$ cat src/rtl/mem_port_router_pkg.sv
// Shared definitions for the external memory port router: router states,
// layer/engine encodings and a width helper.
package mem_port_router_pkg;

   typedef enum logic [1:0] {
      ST_IDLE   = 2'd0,
      ST_ACTIVE = 2'd1,
      ST_DRAIN  = 2'd2
   } rtr_state_e;

   localparam logic [4:0] LAYER_FC   = 5'd0;
   localparam logic [4:0] LAYER_CONV = 5'd1;
   localparam logic [4:0] LAYER_POOL = 5'd2;
   localparam logic [4:0] LAYER_ACT  = 5'd3;

   localparam int ENG_FC   = 0;
   localparam int ENG_CONV = 1;
   localparam int ENG_POOL = 2;
   localparam int ENG_ACT  = 3;

   // Index width that never collapses to zero bits.
   function automatic int clog2_min1(input int n);
      return (n > 1) ? $clog2(n) : 1;
   endfunction

endpackage

$ cat src/rtl/mem_port_router_outst_counter.sv
// Outstanding read counter: +1 per issued read, -1 per returned response,
// with full/empty flags for grant throttling and spurious-response detection.
module mem_port_router_outst_counter
   import mem_port_router_pkg::*;
#(
   parameter int MAX_OUTST = 8
) (
   input  logic clk,
   input  logic rst,
   input  logic inc_i,
   input  logic dec_i,
   output logic full_o,
   output logic empty_o
);

   localparam int CNT_W = clog2_min1(MAX_OUTST + 1);

   logic [CNT_W-1:0] count_q;
   logic [CNT_W-1:0] count_d;

   always_comb begin
      count_d = count_q;
      case ({inc_i, dec_i})
         2'b10:   count_d = count_q + CNT_W'(1);
         2'b01:   count_d = count_q - CNT_W'(1);
         default: count_d = count_q;
      endcase
   end

   always_ff @(posedge clk or posedge rst) begin
      if (rst) begin
         count_q <= '0;
      end else begin
         count_q <= count_d;
      end
   end

   assign full_o  = (count_q == CNT_W'(MAX_OUTST));
   assign empty_o = (count_q == '0);

endmodule

$ cat src/rtl/mem_port_router.sv
// Routes one of NUM_ENG engines onto the single external memory port and
// drains in-flight reads before switching so responses reach the issuing engine.
module mem_port_router
   import mem_port_router_pkg::*;
#(
   parameter int  NUM_ENG   = 4,
   parameter int  SEL_W     = 5,
   parameter int  ADDR_W    = 26,
   parameter int  DATA_W    = 32,
   parameter int  MAX_OUTST = 8,
   localparam int IDX_W     = clog2_min1(NUM_ENG)
) (
   input  logic                      clk,
   input  logic                      rst,
   input  logic [SEL_W-1:0]          sel,
   input  logic [NUM_ENG-1:0]        eng_wvalid,
   output logic [NUM_ENG-1:0]        eng_wready,
   input  logic [NUM_ENG*ADDR_W-1:0] eng_waddr,
   input  logic [NUM_ENG*DATA_W-1:0] eng_wdata,
   input  logic [NUM_ENG-1:0]        eng_rvalid,
   output logic [NUM_ENG-1:0]        eng_rgrant,
   input  logic [NUM_ENG*ADDR_W-1:0] eng_raddr,
   output logic [NUM_ENG-1:0]        eng_rready,
   output logic [NUM_ENG*DATA_W-1:0] eng_rdata,
   output logic                      mem_wvalid,
   output logic [ADDR_W-1:0]         mem_waddr,
   output logic [DATA_W-1:0]         mem_wdata,
   input  logic                      mem_wready,
   output logic                      mem_rvalid,
   output logic [ADDR_W-1:0]         mem_raddr,
   input  logic                      mem_rready,
   input  logic [DATA_W-1:0]         mem_rdata,
   output logic [IDX_W-1:0]          active_idx,
   output logic                      busy,
   output logic                      err_spurious
);

   rtr_state_e       state_q;
   logic [IDX_W-1:0] active_idx_q;
   logic             err_q;

   logic             full_s;
   logic             empty_s;
   logic             grant_s;
   logic             rsp_fwd_s;
   logic             spurious_s;
   logic             sel_ok_s;
   logic             sel_match_s;
   logic [IDX_W-1:0] sel_idx_s;

   assign sel_ok_s    = (32'(sel) < NUM_ENG);
   assign sel_match_s = (32'(sel) == 32'(active_idx_q));
   assign sel_idx_s   = sel[IDX_W-1:0];

   // A response with nothing outstanding is never forwarded to an engine.
   assign rsp_fwd_s  = mem_rready & ~empty_s;
   assign spurious_s = mem_rready & empty_s;

   mem_port_router_outst_counter #(
      .MAX_OUTST (MAX_OUTST)
   ) u_outst (
      .clk     (clk),
      .rst     (rst),
      .inc_i   (grant_s),
      .dec_i   (rsp_fwd_s),
      .full_o  (full_s),
      .empty_o (empty_s)
   );

   always_ff @(posedge clk or posedge rst) begin
      if (rst) begin
         state_q      <= ST_IDLE;
         active_idx_q <= '0;
         err_q        <= 1'b0;
      end else begin
         err_q <= err_q | spurious_s;
         case (state_q)
            ST_IDLE: begin
               if (sel_ok_s) begin
                  active_idx_q <= sel_idx_s;
                  state_q      <= ST_ACTIVE;
               end
            end
            ST_ACTIVE: begin
               if (!sel_match_s) begin
                  state_q <= ST_DRAIN;
               end
            end
            ST_DRAIN: begin
               // Leave only once the old engine has no reads or writes pending.
               if (empty_s && !eng_wvalid[active_idx_q]) begin
                  if (sel_ok_s) begin
                     active_idx_q <= sel_idx_s;
                     state_q      <= ST_ACTIVE;
                  end else begin
                     state_q <= ST_IDLE;
                  end
               end
            end
            default: state_q <= ST_IDLE;
         endcase
      end
   end

   always_comb begin
      grant_s    = 1'b0;
      mem_wvalid = 1'b0;
      mem_waddr  = '0;
      mem_wdata  = '0;
      mem_rvalid = 1'b0;
      mem_raddr  = '0;
      eng_wready = '0;
      eng_rgrant = '0;
      eng_rready = '0;
      eng_rdata  = '0;
      if (state_q != ST_IDLE) begin
         mem_wvalid                                   = eng_wvalid[active_idx_q];
         mem_waddr                                    = eng_waddr[int'(active_idx_q)*ADDR_W +: ADDR_W];
         mem_wdata                                    = eng_wdata[int'(active_idx_q)*DATA_W +: DATA_W];
         eng_wready[active_idx_q]                     = mem_wready;
         eng_rready[active_idx_q]                     = rsp_fwd_s;
         eng_rdata[int'(active_idx_q)*DATA_W +: DATA_W] = mem_rdata;
      end else begin
         mem_wvalid = 1'b0;
      end
      if (state_q == ST_ACTIVE) begin
         grant_s   = eng_rvalid[active_idx_q] & ~full_s;
         mem_raddr = eng_raddr[int'(active_idx_q)*ADDR_W +: ADDR_W];
      end else begin
         grant_s = 1'b0;
      end
      mem_rvalid               = grant_s;
      eng_rgrant[active_idx_q] = grant_s;
   end

   assign active_idx   = active_idx_q;
   assign busy         = (state_q != ST_ACTIVE);
   assign err_spurious = err_q;

endmodule
$ cat config.mk
export PLATFORM = sky130hd
export DESIGN_NAME = mem_port_router
export DESIGN_NICKNAME = d
export VERILOG_FILES = /design/src/rtl/mem_port_router_pkg.sv /design/src/rtl/mem_port_router_outst_counter.sv /design/src/rtl/mem_port_router.sv
export SDC_FILE = /design/constraint.sdc
export NUM_CORES = 1
export LEC_CHECK = 0
export CORE_AREA = 2 2 239 241
export CTS_CLUSTER_DIAMETER = 80
export DETAILED_ROUTE_END_ITERATION = 8
export DIE_AREA = 0 0 241 243
export DONT_BUFFER_PORTS = 1
export PLACE_DENSITY = 0.3
export SYNTH_ARGS = -nofsm -noshare
export SYNTH_HDL_FRONTEND = slang
export SYNTH_SLANG_ARGS = --single-unit
$ cat constraint.sdc
create_clock -name clk -period 9.6 [get_ports clk]
set_clock_uncertainty 0.2 [all_clocks]
set_input_delay 2.4 -clock clk [delete_from_list [all_inputs] [get_ports clk]]
set_output_delay 2.4 -clock clk [all_outputs]
set_load 0.005 [all_outputs]
# Yosys cells after proc, flatten, opt, wreduce, memory -nomap -nowiden
# Index checks and enable logic that the tools add are counted.
# totals
input_bits	385
reg_bits	9
word_cells	69
out_inout_bits	230
# classes
n_addsub	3
eq_ne	10
order_cmp	3
shift	5
bitwise_logic	10
n_reduce_logical	10
n_mul	1
n_mux	23
# ops
op	count
128-bit bitwise AND	1
128-bit 2-to-1 mux	1
32-bit by 33-bit variable shift with 128-bit output (first input constant)	1
128-bit by 8-bit indexed part select with 32-bit output	1
32-bit by 33-bit indexed part select with 128-bit output	1
104-bit by 32-bit indexed part select with 26-bit output	1
104-bit by 8-bit indexed part select with 26-bit output	1
26-bit 2-to-1 mux	2
7-bit negation with 33-bit output	1
32-bit 2-to-1 mux	1
4-bit bitwise AND	3
2-bit 2-to-1 mux	5
4-bit 2-to-1 mux	2
4-bit one-hot mux with 2 select lines	1
2-bit by 4-bit multiplier with 6-bit output (second input constant)	1
1-bit 2-to-1 mux	6
2-bit inequality test (second input constant)	3
2-bit one-hot mux with 3 select lines	1
2-bit nonzero test	3
5-bit by 2-bit == test with 1-bit output	1
5-bit by 3-bit less-than comparator with 1-bit output (second input constant)	1
4-bit by 1-bit adder with 4-bit output (second input constant)	1
1-bit binary-select mux with 2-bit select	2
2-bit by 1-bit == test with 1-bit output (second input constant)	2
17 further kinds	22

# Depth between registers and ports, before layout
# depth
depth_word	6
ltp_mapped	12
mapped_depth_nobuf	11

# By module
# From an unflattened synthesis, not the netlist that was laid out.
# hier_totals
cells_unflattened	432
hier_area_um2	4391.7
# by_module_without_submodules
mod	n_inst	area_per_inst_um2	seq_area_each_um2	cells_each
mem_port_router	1	4043.9	125.1	400
mem_port_router_outst_counter	1	347.8	100.1	32

# Least setup slack after synthesis
# No wires, ideal clock.
# synth_timing
path_type	input port to output port
from	input port eng_rvalid[3]
to	output port eng_rgrant[0]
arrival_ps	3061
setup_slack_ps	3939
path_stages	2
cell_sequence	mux4_2 > and3_1
# synth_between
elab_chain_cells	5
# synth_lines
element	line	rtl
start: declaration	mem_port_router.sv:20	input logic [NUM_ENG-1:0] eng_rvalid,
1-bit binary-select mux with 2-bit select	mem_port_router.sv:127	grant_s = eng_rvalid[active_idx_q] & ~full_s;
1-bit 2-to-1 mux (not written as such)	mem_port_router.sv:127	
1-bit bitwise AND	mem_port_router.sv:127	
1-bit 2-to-1 mux	mem_port_router.sv:126	if (state_q == ST_ACTIVE) begin
4-bit bitwise AND (no line)	n/a	
end: declaration	mem_port_router.sv:21	output logic [NUM_ENG-1:0] eng_rgrant,
# Every way passes these cells. The select of a mux whose other input is x is not followed.

# Worst setup path in the final report
# layout_timing
from	register active_idx_q[0] (netlist: active_idx[0])
to	output port eng_rdata[118]
# layout_between
elab_chain_cells	4
elab_cells_between_ends	5
classes_between	add/sub: 1; shift: 2; mux: 1; bitwise: 1
# layout_lines
element	line	rtl
start: declaration	mem_port_router.sv:39	logic [IDX_W-1:0] active_idx_q;
start signal: assignment	mem_port_router.sv:80	active_idx_q <= sel_idx_s;
start signal: assignment	mem_port_router.sv:93	active_idx_q <= sel_idx_s;
7-bit negation with 33-bit output *	mem_port_router.sv:122	eng_rdata[int'(active_idx_q)*DATA_W +: DATA_W] = mem_rdata;
32-bit by 33-bit indexed part select with 128-bit output / 32-bit by 33-bit variable shift with 128-bit output (equally long branches)	mem_port_router.sv:122	
128-bit bitwise AND (no line) *	n/a	
128-bit 2-to-1 mux *	mem_port_router.sv:116	if (state_q != ST_IDLE) begin
end: declaration	mem_port_router.sv:24	output logic [NUM_ENG*DATA_W-1:0] eng_rdata,
# Mark *: on every way between the ends. The rest lies on a longest branch, timed or not.

==> impl_metrics.tcl <==
set metrics [dict create \
    synth-seq-cells 9 \
    synth_compound_area_frac 0.0147 \
    synth_area_leader_cell "mux4_2" \
    synthCells 419 \
    place_ws_ns 3.72 \
    num_vias 3826 \
    ys_top_cells_by_count "188 x and2_1, 86 x mux4_2, 31 x clkbuf_1, 27 x nor2b_1, 12 x and3_1" \
    drive_gt1_frac 0.281 \
    synthAdderAreaFrac 0.0240 \
    syn_nets 812 \
    cp_max_fo 43 \
    grt_pass1_vias 3769 \
    fp.dieH_um 243 \
    drv_slew 0 \
    ys_warn_count 0 \
    antenna_left 0 \
    setup_viol 0 \
    cp-start-kind "flop" \
    slew_headroom 0.342 \
    ys_types 34 \
    wl_mm 26.0 \
    fin_crit_ns 6.01 \
    holdWs_ns 0.319 \
    drc 0 \
    grt.total_usage 0.0801 \
    worstMarginPinSlew_ns 0.987 \
    final_nets 782 \
    cellLeakagePower_nw 1.56 \
    rsz0062_at_grt "false" \
    cp.arrival_ns 3.41 \
    cts-hold-fix-buffers 0 \
    die_w_um 241 \
    post_cts_buffers 0 \
    grt_pass1_wl_mm 32.3 \
    clk_pin_slew_ns 0.04 \
    root_buffer "clkbuf_16" \
    synth.area.mux_share 0.473 \
    core_area_um2 56000 \
    gp_congestion 0.933 \
    finalCritPeriodShare 0.626 \
    htreeDepth 1 \
    required_ns 7.00 \
    setup_ws_ns 3.59 \
    final-seq-area_um2 233 \
    synth_top_family_by_area "multiplexers" \
    crit_path_end_kind "primary output" \
    antenna_found_initial 18 \
    grt_overflow 0 \
    syn2layout_area_growth_pct 22.9 \
    synthArstFlopShare 1.00 \
    routedWlPerCell_um 22.5 \
    tns_ns 0 \
    synth_flop_cell "dfrtp_1" \
    synth-seq-area-share 0.0539 \
    numCtsBuffers 3 \
    fillers 6494 \
    clock_latency_ns 0.24 \
    hold_violations 0 \
    drtIter0Drc 179 \
    drv_cap 0 \
    yosys.area_share.simple 0.372 \
    yosys-top-cells-area "mux4_2 46%, and2_1 28%, dfrtp_1 5.4%, nor2b_1 4.0%, clkbuf_1 2.8%" \
    synth_xor_area_frac 0.0147 \
    rows 87 \
    die_area_um2 58600 \
    cellPowerDensity_nw_per_um2 227 \
    synth.most_common_cell "and2_1" \
    post_cts_resized 0 \
    boundaryPins 615 \
    syn_area_um2 4180 \
    start_util 0.0747 \
    grt_start_max_net_pins 68 \
    status "completed" \
    crit_type "reg -> out" \
    viasPerCell 3.32 \
    timing.fmax_mhz 166 \
    cts.sinks 9 \
    synth_area_per_cell_um2 9.97 \
    synth_edf_count 0 \
    cts_buffer_depth 2 \
    hpwl_mm 22.9 \
    worst_hold_path_type "reg -> reg" \
    multiInputGateArea_um2 3780 \
    drt_pre_antenna_iters 4 \
    ir_drop_uv 99.5 \
    yosys.area.top_type_share 0.464 \
    io_buffers 0 \
    cts_tree "yes" \
]
cells in the final DEF (no fill, tap or decap), types with 3 or more instances in the layout:
master / instances
and2_1: 188
buf_4: 8
inv_1: 4
nor4_2: 3
nor2_1: 3
mux4_2: 86
xor2_1: 5
and3_1: 12
nor2b_1: 27
ha_1: 8
diode_2: 9
clkbuf_16: 3
dfrtp_1: 7
nand2_1: 4
final cells by class:
class | instances | area share
Antenna cell | 9 | 0.00439
Sequential cell | 9 | 0.0453
Clock buffer | 4 | 0.0154
Multi-Input combinational cell | 363 | 0.736
Inverter | 4 | 0.00293
Tap cell | 756 | 0.184
Timing Repair Buffer | 8 | 0.0117
worst max-delay path: stages (launching register included):
cell	delay (ns)
dfrtp_4	0.96
inv_1	0.27
ha_1	0.44
nor4_2	0.87
buf_4	0.38
and2_1	0.19
stage by stage:
stage	area, um2	power, W	std cells	utilization
4_1_cts	5110	0.00121	1144	0.0913
3_5_place_dp	5030	0.00113	1140	0.0899
2_1_floorplan	4180	0.000858	419	-
3_3_place_gp	5030	0.00113	1140	0.0899
6_report	5130	0.00117	1153	0.0917
5_1_grt	5120	0.00128	1149	0.0916
per-layer routing:
layer / track usage / wire (um) / part of all wire
met5: 0 / 30 / 0.0012
met4: 0.0182 / 801 / 0.031
met3: 0.0189 / 2410 / 0.093
met2: 0.158 / 13700 / 0.53
met1: 0.0836 / 9030 / 0.35
final timing paths:
check | from | slack (ns) | cells past startpoint | end
max | active_idx[0] | 3.59 | 5 | eng_rdata[118]
max reg2reg | active_idx[0] | 5.90 | 5 | active_idx[0]
min | u_outst.count_q[3] | 0.32 | 1 | u_outst.count_q[3]
max in group asynchronous | rst | 7.02 | 1 | active_idx[1]
min in group asynchronous | rst | 1.84 | 1 | u_outst.count_q[2]
min reg2reg | u_outst.count_q[3] | 0.32 | 1 | u_outst.count_q[3]
where the power goes:
part / total (W) / switching [W] / leakage [nW] / internal (W)
sequential: 0.000169 / 0.000112 / 0.104 / 0.0000568
combinational: 0.000922 / 0.000445 / 1.42 / 0.000476
clock: 0.0000760 / 0.0000203 / 0.0382 / 0.0000557
kinds of logic after synthesis:
group | Yosys count
compound gates | 9
flops | 9
xor+xnor | 7
mux | 89
simple gates | 250
fa+ha+maj | 8
buf+inv | 47
state kept, by name, indices dropped and copies added, names as in the netlist:
signal and flops:
err_spurious 1, u_outst.count_q 4, state_q 2, active_idx 2
Power figures use the tool's default switching activity.
